==> config.mk <==
export PLATFORM = sky130hd
export DESIGN_NAME = ctrl_pipe
export DESIGN_NICKNAME = d
export VERILOG_FILES = /design/src/rtl/rv32_ctrl_pkg.sv /design/src/rtl/ctrl_decode.sv /design/src/rtl/ctrl_pipe.sv
export SDC_FILE = /design/constraint.sdc
export NUM_CORES = 1
export LEC_CHECK = 0
export CAP_MARGIN = 20
export CORE_UTILIZATION = 35
export CTS_BUF_LIST = sky130_fd_sc_hd__clkbuf_2 sky130_fd_sc_hd__clkbuf_4 sky130_fd_sc_hd__clkbuf_8
export CTS_CLUSTER_DIAMETER = 50
export CTS_CLUSTER_SIZE = 12
export DETAILED_ROUTE_END_ITERATION = 8
export GPL_ROUTABILITY_DRIVEN = 0
export GPL_TIMING_DRIVEN = 0
export PLACE_DENSITY = 0.6
export SLEW_MARGIN = 20
export SYNTH_ARGS = -nofsm -noshare
export SYNTH_HDL_FRONTEND = slang
export SYNTH_SLANG_ARGS = --single-unit
==> constraint.sdc <==
create_clock -name clk -period 1.9 [get_ports clk]
set_clock_uncertainty 0.15 [all_clocks]
set_input_delay 0.285 -clock clk [delete_from_list [all_inputs] [get_ports clk]]
set_output_delay 0.285 -clock clk [all_outputs]
set_load 0.01 [all_outputs]
==> src/rtl/rv32_ctrl_pkg.sv <==
// Shared RV32I control definitions: opcode constants, per-stage control
// bundles and the single-point decode function used by the pipe and by
// trace checkers.
package rv32_ctrl_pkg;

  localparam int unsigned OPC_W = 7;
  localparam int unsigned F3_W  = 3;
  localparam int unsigned REG_W = 5;

  localparam logic [OPC_W-1:0] OPC_LUI    = 7'b0110111;
  localparam logic [OPC_W-1:0] OPC_AUIPC  = 7'b0010111;
  localparam logic [OPC_W-1:0] OPC_JAL    = 7'b1101111;
  localparam logic [OPC_W-1:0] OPC_JALR   = 7'b1100111;
  localparam logic [OPC_W-1:0] OPC_BRANCH = 7'b1100011;
  localparam logic [OPC_W-1:0] OPC_LOAD   = 7'b0000011;
  localparam logic [OPC_W-1:0] OPC_STORE  = 7'b0100011;
  localparam logic [OPC_W-1:0] OPC_OPIMM  = 7'b0010011;
  localparam logic [OPC_W-1:0] OPC_OP     = 7'b0110011;
  localparam logic [OPC_W-1:0] OPC_SYSTEM = 7'b1110011;

  // EX-stage controls plus the opcode class flags redirect/hazard need
  typedef struct packed {
    logic [1:0] alu_mux;
    logic       se2_ctrl;
    logic       csrw_mux;
    logic       is_jal;
    logic       is_jalr;
    logic       is_branch;
    logic       is_load;
  } ex_ctrl_t;

  typedef struct packed {
    logic [3:0] wbyteen;
    logic [1:0] rbyteen;
    logic [1:0] dm_mux;
  } mem_ctrl_t;

  typedef struct packed {
    logic       wren_rf;
    logic [1:0] wd_mux;
    logic [1:0] branch_mux;
  } wb_ctrl_t;

  // What remains in flight once EX controls have been consumed
  typedef struct packed {
    mem_ctrl_t mem;
    wb_ctrl_t  wb;
  } memwb_ctrl_t;

  typedef struct packed {
    ex_ctrl_t  ex;
    mem_ctrl_t mem;
    wb_ctrl_t  wb;
  } ctrl_bundle_t;

  typedef struct packed {
    logic         legal;
    ctrl_bundle_t ctrl;
  } decode_t;

  // Decode one instruction; illegal encodings return an all-zero bundle
  function automatic decode_t decode_ctrl(
    input logic [OPC_W-1:0] opcode,
    input logic [F3_W-1:0]  funct3,
    input logic [REG_W-1:0] rd,
    input logic             csr_en
  );
    decode_t d;
    logic lui, auipc, jal, jalr, branch, load, store, opimm, op, system;
    lui    = (opcode == OPC_LUI);
    auipc  = (opcode == OPC_AUIPC);
    jal    = (opcode == OPC_JAL);
    jalr   = (opcode == OPC_JALR);
    branch = (opcode == OPC_BRANCH);
    load   = (opcode == OPC_LOAD);
    store  = (opcode == OPC_STORE);
    opimm  = (opcode == OPC_OPIMM);
    op     = (opcode == OPC_OP);
    system = (opcode == OPC_SYSTEM);

    d = '0;
    // Stores wider than a word have no byte-enable encoding
    d.legal = lui | auipc | jal | jalr | branch | load | op | opimm
            | (store & (funct3 <= 3'd2)) | (system & csr_en);

    d.ctrl.wb.wren_rf       = ~branch & ~store & (rd != '0);
    d.ctrl.wb.wd_mux        = {auipc, lui};
    d.ctrl.wb.branch_mux[0] = lui | auipc | jal;
    d.ctrl.wb.branch_mux[1] = jalr | load | jal;

    d.ctrl.ex.alu_mux[0] = (opimm & (funct3[1:0] == 2'b01)) | store | branch;
    d.ctrl.ex.alu_mux[1] = jalr | load | opimm | store | branch;
    d.ctrl.ex.se2_ctrl   = branch;
    d.ctrl.ex.csrw_mux   = system & funct3[2];
    d.ctrl.ex.is_jal     = jal;
    d.ctrl.ex.is_jalr    = jalr;
    d.ctrl.ex.is_branch  = branch;
    d.ctrl.ex.is_load    = load;

    d.ctrl.mem.dm_mux[0] = load & ((funct3 == 3'b010) | (funct3[2:1] == 2'b10));
    d.ctrl.mem.dm_mux[1] = load & ~funct3[1];
    d.ctrl.mem.rbyteen   = load ? funct3[1:0] : 2'b00;
    if (store) begin
      case (funct3)
        3'd0:    d.ctrl.mem.wbyteen = 4'b0001;
        3'd1:    d.ctrl.mem.wbyteen = 4'b0011;
        3'd2:    d.ctrl.mem.wbyteen = 4'b1111;
        default: d.ctrl.mem.wbyteen = 4'b0000;
      endcase
    end

    if (!d.legal) d.ctrl = '0;
    return d;
  endfunction

  // rs1 is read by everything except upper-immediate, JAL and CSR-immediate forms
  function automatic logic uses_rs1(
    input logic [OPC_W-1:0] opcode,
    input logic [F3_W-1:0]  funct3
  );
    return !((opcode == OPC_LUI) || (opcode == OPC_AUIPC) || (opcode == OPC_JAL)
             || ((opcode == OPC_SYSTEM) && funct3[2]));
  endfunction

  function automatic logic uses_rs2(input logic [OPC_W-1:0] opcode);
    return (opcode == OPC_BRANCH) || (opcode == OPC_STORE) || (opcode == OPC_OP);
  endfunction

endpackage

==> src/rtl/ctrl_decode.sv <==
// Purely combinational decode-slot control generation.
// Ports: i_valid/i_opcode/i_funct3/i_rd  - decode-slot instruction
//        o_ctrl_c   - control bundle (zero unless o_valid_c)
//        o_valid_c  - real, legal instruction
//        o_rs1_used_c/o_rs2_used_c - source-register usage for interlock
module ctrl_decode
  import rv32_ctrl_pkg::*;
#(
  parameter bit CSR_EN = 1'b1
) (
  input  logic             i_valid,
  input  logic [OPC_W-1:0] i_opcode,
  input  logic [F3_W-1:0]  i_funct3,
  input  logic [REG_W-1:0] i_rd,
  output ctrl_bundle_t     o_ctrl_c,
  output logic             o_valid_c,
  output logic             o_rs1_used_c,
  output logic             o_rs2_used_c
);

  decode_t w_dec;

  always_comb begin
    w_dec        = decode_ctrl(i_opcode, i_funct3, i_rd, CSR_EN);
    o_valid_c    = i_valid & w_dec.legal;
    o_ctrl_c     = o_valid_c ? w_dec.ctrl : '0;
    o_rs1_used_c = uses_rs1(i_opcode, i_funct3);
    o_rs2_used_c = uses_rs2(i_opcode);
  end

endmodule

==> src/rtl/ctrl_pipe.sv <==
// Pipelined RV32I control unit: EX/MEM/WB control registers, redirect
// flush and load-use interlock.
// Ports: clk, reset (sync, active-high), stall_in (global freeze)
//        id_*        - decode-slot instruction fields
//        take_branch - branch outcome for the instruction in EX
//        ex_*/mem_*/wb_* - per-stage datapath controls
//        flush, hazard_stall - combinational redirect / load-use hold
module ctrl_pipe
  import rv32_ctrl_pkg::*;
#(
  parameter bit CSR_EN       = 1'b1,
  parameter bit INTERLOCK_EN = 1'b1
) (
  input  logic             clk,
  input  logic             reset,
  input  logic             stall_in,
  input  logic             id_valid,
  input  logic [OPC_W-1:0] id_opcode,
  input  logic [F3_W-1:0]  id_funct3,
  input  logic [REG_W-1:0] id_rd,
  input  logic [REG_W-1:0] id_rs1,
  input  logic [REG_W-1:0] id_rs2,
  input  logic             take_branch,
  output logic [1:0]       ex_alu_mux,
  output logic             ex_se2_ctrl,
  output logic             ex_csrw_mux,
  output logic             ex_pc_mux,
  output logic [3:0]       mem_wbyteen,
  output logic [1:0]       mem_rbyteen,
  output logic [1:0]       mem_dm_mux,
  output logic             wb_wren_rf,
  output logic [1:0]       wb_wd_mux,
  output logic [1:0]       wb_branch_mux,
  output logic             flush,
  output logic             hazard_stall
);

  ctrl_bundle_t     w_id_ctrl;
  logic             w_id_valid;
  logic             w_rs1_used;
  logic             w_rs2_used;
  logic             w_flush;
  logic             w_load_hit;
  logic             w_hazard;

  logic             r_ex_valid;
  ctrl_bundle_t     r_ex_ctrl;
  logic [REG_W-1:0] r_ex_rd;
  logic             r_mem_valid;
  memwb_ctrl_t      r_mem_ctrl;
  logic             r_wb_valid;
  wb_ctrl_t         r_wb_ctrl;

  ctrl_decode #(.CSR_EN(CSR_EN)) u_decode (
    .i_valid      (id_valid),
    .i_opcode     (id_opcode),
    .i_funct3     (id_funct3),
    .i_rd         (id_rd),
    .o_ctrl_c     (w_id_ctrl),
    .o_valid_c    (w_id_valid),
    .o_rs1_used_c (w_rs1_used),
    .o_rs2_used_c (w_rs2_used)
  );

  // Redirect from the jump/taken branch currently in EX
  assign w_flush = r_ex_valid & (r_ex_ctrl.ex.is_jal | r_ex_ctrl.ex.is_jalr
                                 | (r_ex_ctrl.ex.is_branch & take_branch));

  // Load in EX whose destination is read by the decode-slot instruction
  assign w_load_hit = r_ex_valid & r_ex_ctrl.ex.is_load & (r_ex_rd != '0) & id_valid
                    & ((w_rs1_used & (id_rs1 == r_ex_rd))
                       | (w_rs2_used & (id_rs2 == r_ex_rd)));

  // A redirect discards the dependent instruction, so it overrides the stall
  assign w_hazard = INTERLOCK_EN & w_load_hit & ~w_flush;

  // Stage registers: freeze on stall_in, bubble into EX on flush/stall
  always_ff @(posedge clk) begin
    if (reset) begin
      r_ex_valid  <= 1'b0;
      r_ex_ctrl   <= '0;
      r_ex_rd     <= '0;
      r_mem_valid <= 1'b0;
      r_mem_ctrl  <= '0;
      r_wb_valid  <= 1'b0;
      r_wb_ctrl   <= '0;
    end else if (!stall_in) begin
      r_wb_valid     <= r_mem_valid;
      r_wb_ctrl      <= r_mem_ctrl.wb;
      r_mem_valid    <= r_ex_valid;
      r_mem_ctrl.mem <= r_ex_ctrl.mem;
      r_mem_ctrl.wb  <= r_ex_ctrl.wb;
      if (w_flush || w_hazard) begin
        r_ex_valid <= 1'b0;
        r_ex_ctrl  <= '0;
        r_ex_rd    <= '0;
      end else begin
        r_ex_valid <= w_id_valid;
        r_ex_ctrl  <= w_id_ctrl;
        r_ex_rd    <= id_rd;
      end
    end
  end

  assign ex_alu_mux    = r_ex_ctrl.ex.alu_mux & {2{r_ex_valid}};
  assign ex_se2_ctrl   = r_ex_ctrl.ex.se2_ctrl & r_ex_valid;
  assign ex_csrw_mux   = r_ex_ctrl.ex.csrw_mux & r_ex_valid;
  assign ex_pc_mux     = w_flush;
  assign mem_wbyteen   = r_mem_ctrl.mem.wbyteen & {4{r_mem_valid}};
  assign mem_rbyteen   = r_mem_ctrl.mem.rbyteen & {2{r_mem_valid}};
  assign mem_dm_mux    = r_mem_ctrl.mem.dm_mux & {2{r_mem_valid}};
  assign wb_wren_rf    = r_wb_ctrl.wren_rf & r_wb_valid;
  assign wb_wd_mux     = r_wb_ctrl.wd_mux & {2{r_wb_valid}};
  assign wb_branch_mux = r_wb_ctrl.branch_mux & {2{r_wb_valid}};
  assign flush         = w_flush;
  assign hazard_stall  = w_hazard;

endmodule

# After elaboration in Yosys (flattened, before gate mapping)
# Cells that the tools add are included.
# Widths: inputs -> output; s select.
dict set report classes {
  magnitude_cmp 1
  eq_ne 16
  muxes 8
  n_bitwise 50
  n_reduce_logical 11
}
# operator n
set ops {}
lappend ops {{$mux 21} 3}
lappend ops {{$eq 7x7->1 const B} 4}
lappend ops {{$eq 7x6->1 const B} 3}
lappend ops {{$and 1x1->1} 20}
lappend ops {{$or 1x1->1} 20}
lappend ops {{$eq 7x5->1 const B} 2}
lappend ops {{$pmux 4 s3} 1}
lappend ops {{$and 2x2->2} 5}
lappend ops {{$eq 5x5->1} 2}
lappend ops {{$reduce_bool 5->1} 2}
lappend ops {{$eq 7x2->1 const B} 1}
lappend ops {{$logic_or 1x1->1} 6}
lappend ops {{$mux 5} 1}
lappend ops {{$and 4x4->4} 1}
lappend ops {{$mux 4} 1}
lappend ops {{$not 1->1} 4}
lappend ops {{$eq 3x1->1 const B} 1}
lappend ops {{$eq 3x2->1 const B} 1}
lappend ops {{$le 3x2->1 const B} 1}
lappend ops {{$logic_not 3->1} 1}
lappend ops {{$eq 2x1->1 const B} 1}
lappend ops {{$eq 2x2->1 const B} 1}
lappend ops {{$mux 2} 1}
lappend ops {{$logic_and 1x1->1} 1}
lappend ops {{2 further kinds} 2}
dict set report word_totals {
  ff_bits 47
  inputBits 30
  output_inout_bits 20
  wordCells 112
}

# Depth between registers and ports, before layout
# Gate-level depths: netlist of run 1.
dict set report logic_depth {
  depth_word 13
  ltp_mapped 7
  mapped_depth_nobuf 5
}

# Modules after synthesis
# A second synthesis of run 1 with hierarchy kept.
dict set report unflattened {
  hier_cells 297
  hier_area_um2 2596.2
}
# module instances cells_each area_per_inst_um2 seq_area_each_um2
set modules_own_cells {}
lappend modules_own_cells {ctrl_pipe 1 226 2183.3 940.9}
lappend modules_own_cells {ctrl_decode 1 71 412.9 0.0}

# Least setup slack after synthesis of run 1
# No wires, ideal clock.
dict set report synth_path {
  path_type {input to output}
  startpoint {input port id_opcode[5]}
  endpoint {output port hazard_stall}
  arrival_ps 1446
  required_time_ps 1465
  setup_slack_ps 19
  path_stages 7
  path_buffers 2
  cell_sequence {buf_2 > a21bo_1 > nor4_1 > nand4b_1 > and2_1 > buf_2 > nor2_1}
}
dict set report synth_between {
  elab_chain_len 9
  elab_cells_between_ends 19
  cone_classes {eq/ne: 7; bitwise: 5; reduce/logical: 7}
}
# item line
set synth_lines {}
lappend synth_lines {{start, declared} ctrl_pipe.sv:18} ;# input logic [OPC_W-1:0] id_opcode,
lappend synth_lines {{$eq 7x6->1 or $eq 7x5->1 (tied branches)} rv32_ctrl_pkg.sv:121} ;# return !((opcode == OPC_LUI) || (opcode == OPC_AUIPC) || (opcode == OPC_JAL)
lappend synth_lines {{$logic_or 1x1->1 (2 in series)} rv32_ctrl_pkg.sv:121}
lappend synth_lines {{$logic_or 1x1->1} rv32_ctrl_pkg.sv:122} ;# || ((opcode == OPC_SYSTEM) && funct3[2]));
lappend synth_lines {{$logic_not 1->1} rv32_ctrl_pkg.sv:121}
lappend synth_lines {{$and 1x1->1} ctrl_pipe.sv:71} ;# & ((w_rs1_used & (id_rs1 == r_ex_rd))
lappend synth_lines {{$or 1x1->1 (*)} ctrl_pipe.sv:72} ;# | (w_rs2_used & (id_rs2 == r_ex_rd)));
lappend synth_lines {{$and 1x1->1 (*)} ctrl_pipe.sv:71}
lappend synth_lines {{$and 1x1->1 (*)} ctrl_pipe.sv:75} ;# assign w_hazard = INTERLOCK_EN & w_load_hit & ~w_flush;
lappend synth_lines {{end, declared} ctrl_pipe.sv:35} ;# output logic hazard_stall
# Mark *: on every way between the ends. The rest lies on a longest branch, timed or not.

# Worst setup path after layout of run 1
dict set report layout_path {
  startpoint {register r_ex_rd[0]}
  endpoint {output port hazard_stall}
}
dict set report layout_between {
  elab_chain_len 5
  elab_cells_between_ends 10
  cone_classes {eq/ne: 2; bitwise: 7; reduce/logical: 1}
}
# item line
set layout_lines {}
lappend layout_lines {{start, declared} ctrl_pipe.sv:48} ;# logic [REG_W-1:0] r_ex_rd;
lappend layout_lines {{start signal, assigned} ctrl_pipe.sv:100} ;# r_ex_rd <= id_rd;
lappend layout_lines {{$eq 5x5->1 (tied with other cells)} ctrl_pipe.sv:71}
lappend layout_lines {{$and 1x1->1, on equally long branches} {ctrl_pipe.sv:71, ctrl_pipe.sv:70, ctrl_pipe.sv:72}}
lappend layout_lines {{$or 1x1->1 or $and 1x1->1 (tied branches)} {ctrl_pipe.sv:72, ctrl_pipe.sv:70}}
lappend layout_lines {{$and 1x1->1 (*)} ctrl_pipe.sv:71}
lappend layout_lines {{$and 1x1->1 (*)} ctrl_pipe.sv:75}
# Marked as above.

==> results of run 1 <==
[stage by stage]
step | power, mW | std cells | utilization, %
2_1_floorplan | 1.07 | 242 | -
3_3_place_gp | 1.16 | 364 | 45.8
3_5_place_dp | 1.16 | 364 | 45.8
4_1_cts | 1.75 | 383 | 49.4
5_1_grt | 1.82 | 384 | 50.6
6_report | 1.74 | 384 | 50.6
[power breakdown]
part	leakage, nW	internal [mW]	total, mW	switching [mW]
clock	0.0479	0.256	0.581	0.325
combinational	0.847	0.111	0.222	0.111
sequential	0.359	0.925	0.936	0.0107
total	1.25	1.29	1.74	0.446
[registers in the layout, indices dropped and copies added, names as in the netlist]
register,cells
r_mem_valid,1
r_ex_valid,1
r_ex_ctrl,19
r_wb_ctrl,5
r_ex_rd,5
r_wb_valid,1
r_mem_ctrl,12
[metal layers]
layer	global-route usage, %	wire [microns]	vias to the layer above
met5	0	0	-
met4	6.79	117	0
met3	4.09	253	12
met2	29.0	2550	67
met1	21.9	2330	872
li1	-	-	992
[worst max-delay path: stages (launching register included)]
cell	delay, ps
sky130_fd_sc_hd__dfxtp_4	370
sky130_fd_sc_hd__xor2_2	180
sky130_fd_sc_hd__nor4_2	270
sky130_fd_sc_hd__nand4b_1	160
sky130_fd_sc_hd__and2_4	180
sky130_fd_sc_hd__nor2_4	70
sky130_fd_sc_hd__buf_6	100
[final cells by class]
cell class              instances  share of cell area, %
multi-input cells             177                   41.3
flip-flops and latches         44                   29.8
repair buffers                 60                   19.1
plain buffers                  16                   3.28
well taps                      75                   3.12
clock buffers                   5                   2.29
clock inverters                 3                  0.623
inverters                       4                  0.499
[cells by family (layout without fill, tap and decap cells)]
family / after synthesis / count (layout)
XOR/XNOR: 11 / 11
AND/OR/NAND/NOR: 111 / 111
flip-flops: 44 / 44
buffers and inverters: 21 / 88
multiplexers: 19 / 19
AO/OA/AOI/OAI: 36 / 36
[path summary, 6_finish.rpt]
| path | to | cells after the start | from | slack (ps) |
|---|---|---|---|---|
| worst min register to register | r_ex_ctrl[5] | 2 | r_ex_ctrl[5] | 290 |
| worst max register to register | r_ex_ctrl[10] | 6 | r_ex_ctrl[18] | 40 |
| worst max-delay path | hazard_stall | 6 | r_ex_rd[0] | -170 |
| worst min-delay path | r_ex_ctrl[16] | 3 | id_opcode[3] | 170 |
[repair_timing]
action                                  CTS  global route
pin swaps                                11            11
setup buffers                            11             2
endpoints found under the setup margin   39            31
gates resized for setup                  34            22
[placed cells by master, fill, tap and decap left out, drive strengths merged, types with 2 or more instances in the layout]
cell and n:
dfxtp 44, clkdlybuf4s50 33, nand2 30, buf 25, nor2 23, mux2i 19
and2 18, o21ai 13, clkbuf 11, nand4 8, dlygate4sd2 8, xor2 8
a32o 7, nor3 6, nand3 4, nor4 4, inv 4, xnor2 3
nor2b 3, o31ai 3, dlymetal6s2s 3, a21oi 3, clkinv 3, a211o 2
nand4b 2, and4b 2, and3 2, or4 2
==> qor.txt, run 1 <==
DETAILED ROUTING
-----------------------------------------------------------------------------------------------------------------
Number of DRC violations after detailed-routing iteration 0                                                    55
Number of routed nets with antenna violations                                                                   0
Residual DRC                                                                                                    0
Via density                                                                                                  5.06
Routed length per placed instance                                                                    13.7 microns
Via Count                                                                                                    1943
Overall routed net length                                                                            5250 microns
Number of detailed-route iterations in the first pass                                                           4

PWR
-----------------------------------------------------------------------------------------------------------------
Power per standard cell area                                                                          577 mW/mm^2
Pleak                                                                                                     1.25 nW
IR Drop Worst-Case VDD                                                                                 0.000385 V

FINAL LAYOUT
-----------------------------------------------------------------------------------------------------------------
Share of cells above drive strength 1                                                                       19.4%
Diodes inserted                                                                                                 0
Combined area of the multi-input logic cells                                                         0.00124 sq mm
Final Net Count                                                                                               338
Register Area                                                                                           897 sq um
Summed area of non-filler cells in the final layout                                                  0.00301 sq mm
P&R area growth vs syn                                                                                      39.2%
Number of inserted filler cells in the final layout                                                           587

CRITICAL PATH
-----------------------------------------------------------------------------------------------------------------
Data arrival time of the critical path                                                                    1640 ps
Critical path fanouts, max                                                                                      3
Worst Path Required                                                                                       1460 ps
Startpoint type of the worst setup path                                                                      flop
CP Capture Type                                                                                        output pin
Critical path type                                                                                   flop to output pin

TIMING
-----------------------------------------------------------------------------------------------------------------
Setup-violating endpoint count in the final report                                                              1
Minimum clock period                                                                                      2070 ps
Setup repair after global routing missed its margin                                                          true
Fmax                                                                                                    0.482 GHz
Worst hold margin                                                                                          171 ps
Actual transition at the worst max-transition pin                                                          444 ps
Hold Violations, Final                                                                                          0
Slew Limit Fails                                                                                                0
Tightest slew margin relative to the limit                                                                  70.4%
Post-layout worst setup margin                                                                            -173 ps
Total Neg Setup Slack                                                                                     -173 ps
Final critical-path share of the clock period                                                                109%

YOSYS
-----------------------------------------------------------------------------------------------------------------
Synthesized-area fraction occupied by ao, oa, aoi and oai cells                                             13.2%
Post-synth top cells                                                                                 sky130_fd_sc_hd__dfxtp_1 (44), sky130_fd_sc_hd__nand2_1 (29), sky130_fd_sc_hd__nor2_1 (23)
Number of distinct library cell variants in the gate-level netlist after synthesis                             45
Synthesis-stage register bit count                                                                             44
Gate Count Post-Synth                                                                                         242
Ranking of synthesized cells by area                                                                 sky130_fd_sc_hd__dfxtp_1 (41%), sky130_fd_sc_hd__mux2i_1 (8.8%), sky130_fd_sc_hd__and2_1 (5.2%), sky130_fd_sc_hd__nand2_1 (5.0%), sky130_fd_sc_hd__nor2_1 (4.0%)
Arithmetic-cell share of the synthesized area counting full adders, half adders and majority gates             0%
Syn Nets                                                                                                      272
Number of warnings issued by yosys                                                                              0
Post-synthesis xor/xnor area fraction                                                                       4.45%
Top-area cell type share of the netlist area                                                                40.7%
Combined area of all synthesized cells                                                               0.00216 sq mm
Simple-gate portion of the synthesized area                                                                 27.9%
Most repeated cell in the gate-level netlist after synthesis                                         sky130_fd_sc_hd__dfxtp_1
Dominant combinational cell family by area after synthesis                                           simple AND/OR/NAND/NOR gates
Top_reg_cell synth                                                                                   sky130_fd_sc_hd__dfxtp_1
Post-synthesis async set-or-reset flop share                                                                   0%
Post-synthesis mux area share                                                                               8.79%
Sequential-to-total area share from yosys stat                                                              40.7%
Mean post-synth cell area                                                                              8.94 sq um
Post-synth EDFFs                                                                                                0
Largest area contributor in the synthesized netlist                                                  sky130_fd_sc_hd__dfxtp_1

CLOCKING
-----------------------------------------------------------------------------------------------------------------
CTS hold repair buffers                                                                                         0
Sink count of the clock tree                                                                                   44
Buffer levels on the longest clock path                                                                         2
Clock latency on the worst-skew pair                                                                       300 ps
Reg clk slew, reported paths                                                                                90 ps
Clock root cell                                                                                      sky130_fd_sc_hd__clkbuf_8
CTS buffer count                                                                                                5
Total number of H-tree levels                                                                                   2
Clock tree from TritonCTS                                                                                    done

GLOBAL ROUTE
-----------------------------------------------------------------------------------------------------------------
Global-route wire length before repair                                                               8660 microns
Remaining global-route overflow                                                                                 0
Pin count of the biggest net entering global routing                                                           15
Gr usage total                                                                                              17.5%
Vias in the first global route                                                                               1783
Number of antenna violations at the first check in global routing                                               0

DIE
-----------------------------------------------------------------------------------------------------------------
Starting Density                                                                                            36.3%
Die width                                                                                            80.6 microns
Total I/O pin count                                                                                            50
Floorplan die area                                                                                   0.00650 sq mm
Area of the core                                                                                     0.00596 sq mm
Site Rows                                                                                                      28
Die Y-Extent                                                                                         80.6 microns

PLACE
-----------------------------------------------------------------------------------------------------------------
Hpwl dp                                                                                              3800 microns
Cell area after placement                                                                            0.00273 sq mm
Placement Setup Slack                                                                                     -958 ps
Count of input and output buffers                                                                              47

RUN STATUS
-----------------------------------------------------------------------------------------------------------------
Status                                                                                               finished with violations
Violated checks                                                                                      negative setup slack

JOB
-----------------------------------------------------------------------------------------------------------------
MaxCap Viol Count                                                                                               0

WORST HOLD PATH
-----------------------------------------------------------------------------------------------------------------
Min-Delay Path Class                                                                                 primary input to flop

No activity file was read; power rests on OpenSTA's default activity.
==> run 2, diff against run 1 <==
Settings changed: GPL_ROUTABILITY_DRIVEN 0 to 1.
==> results of run 2 <==
Final layout, timing and power as in run 1 (identical DEF).
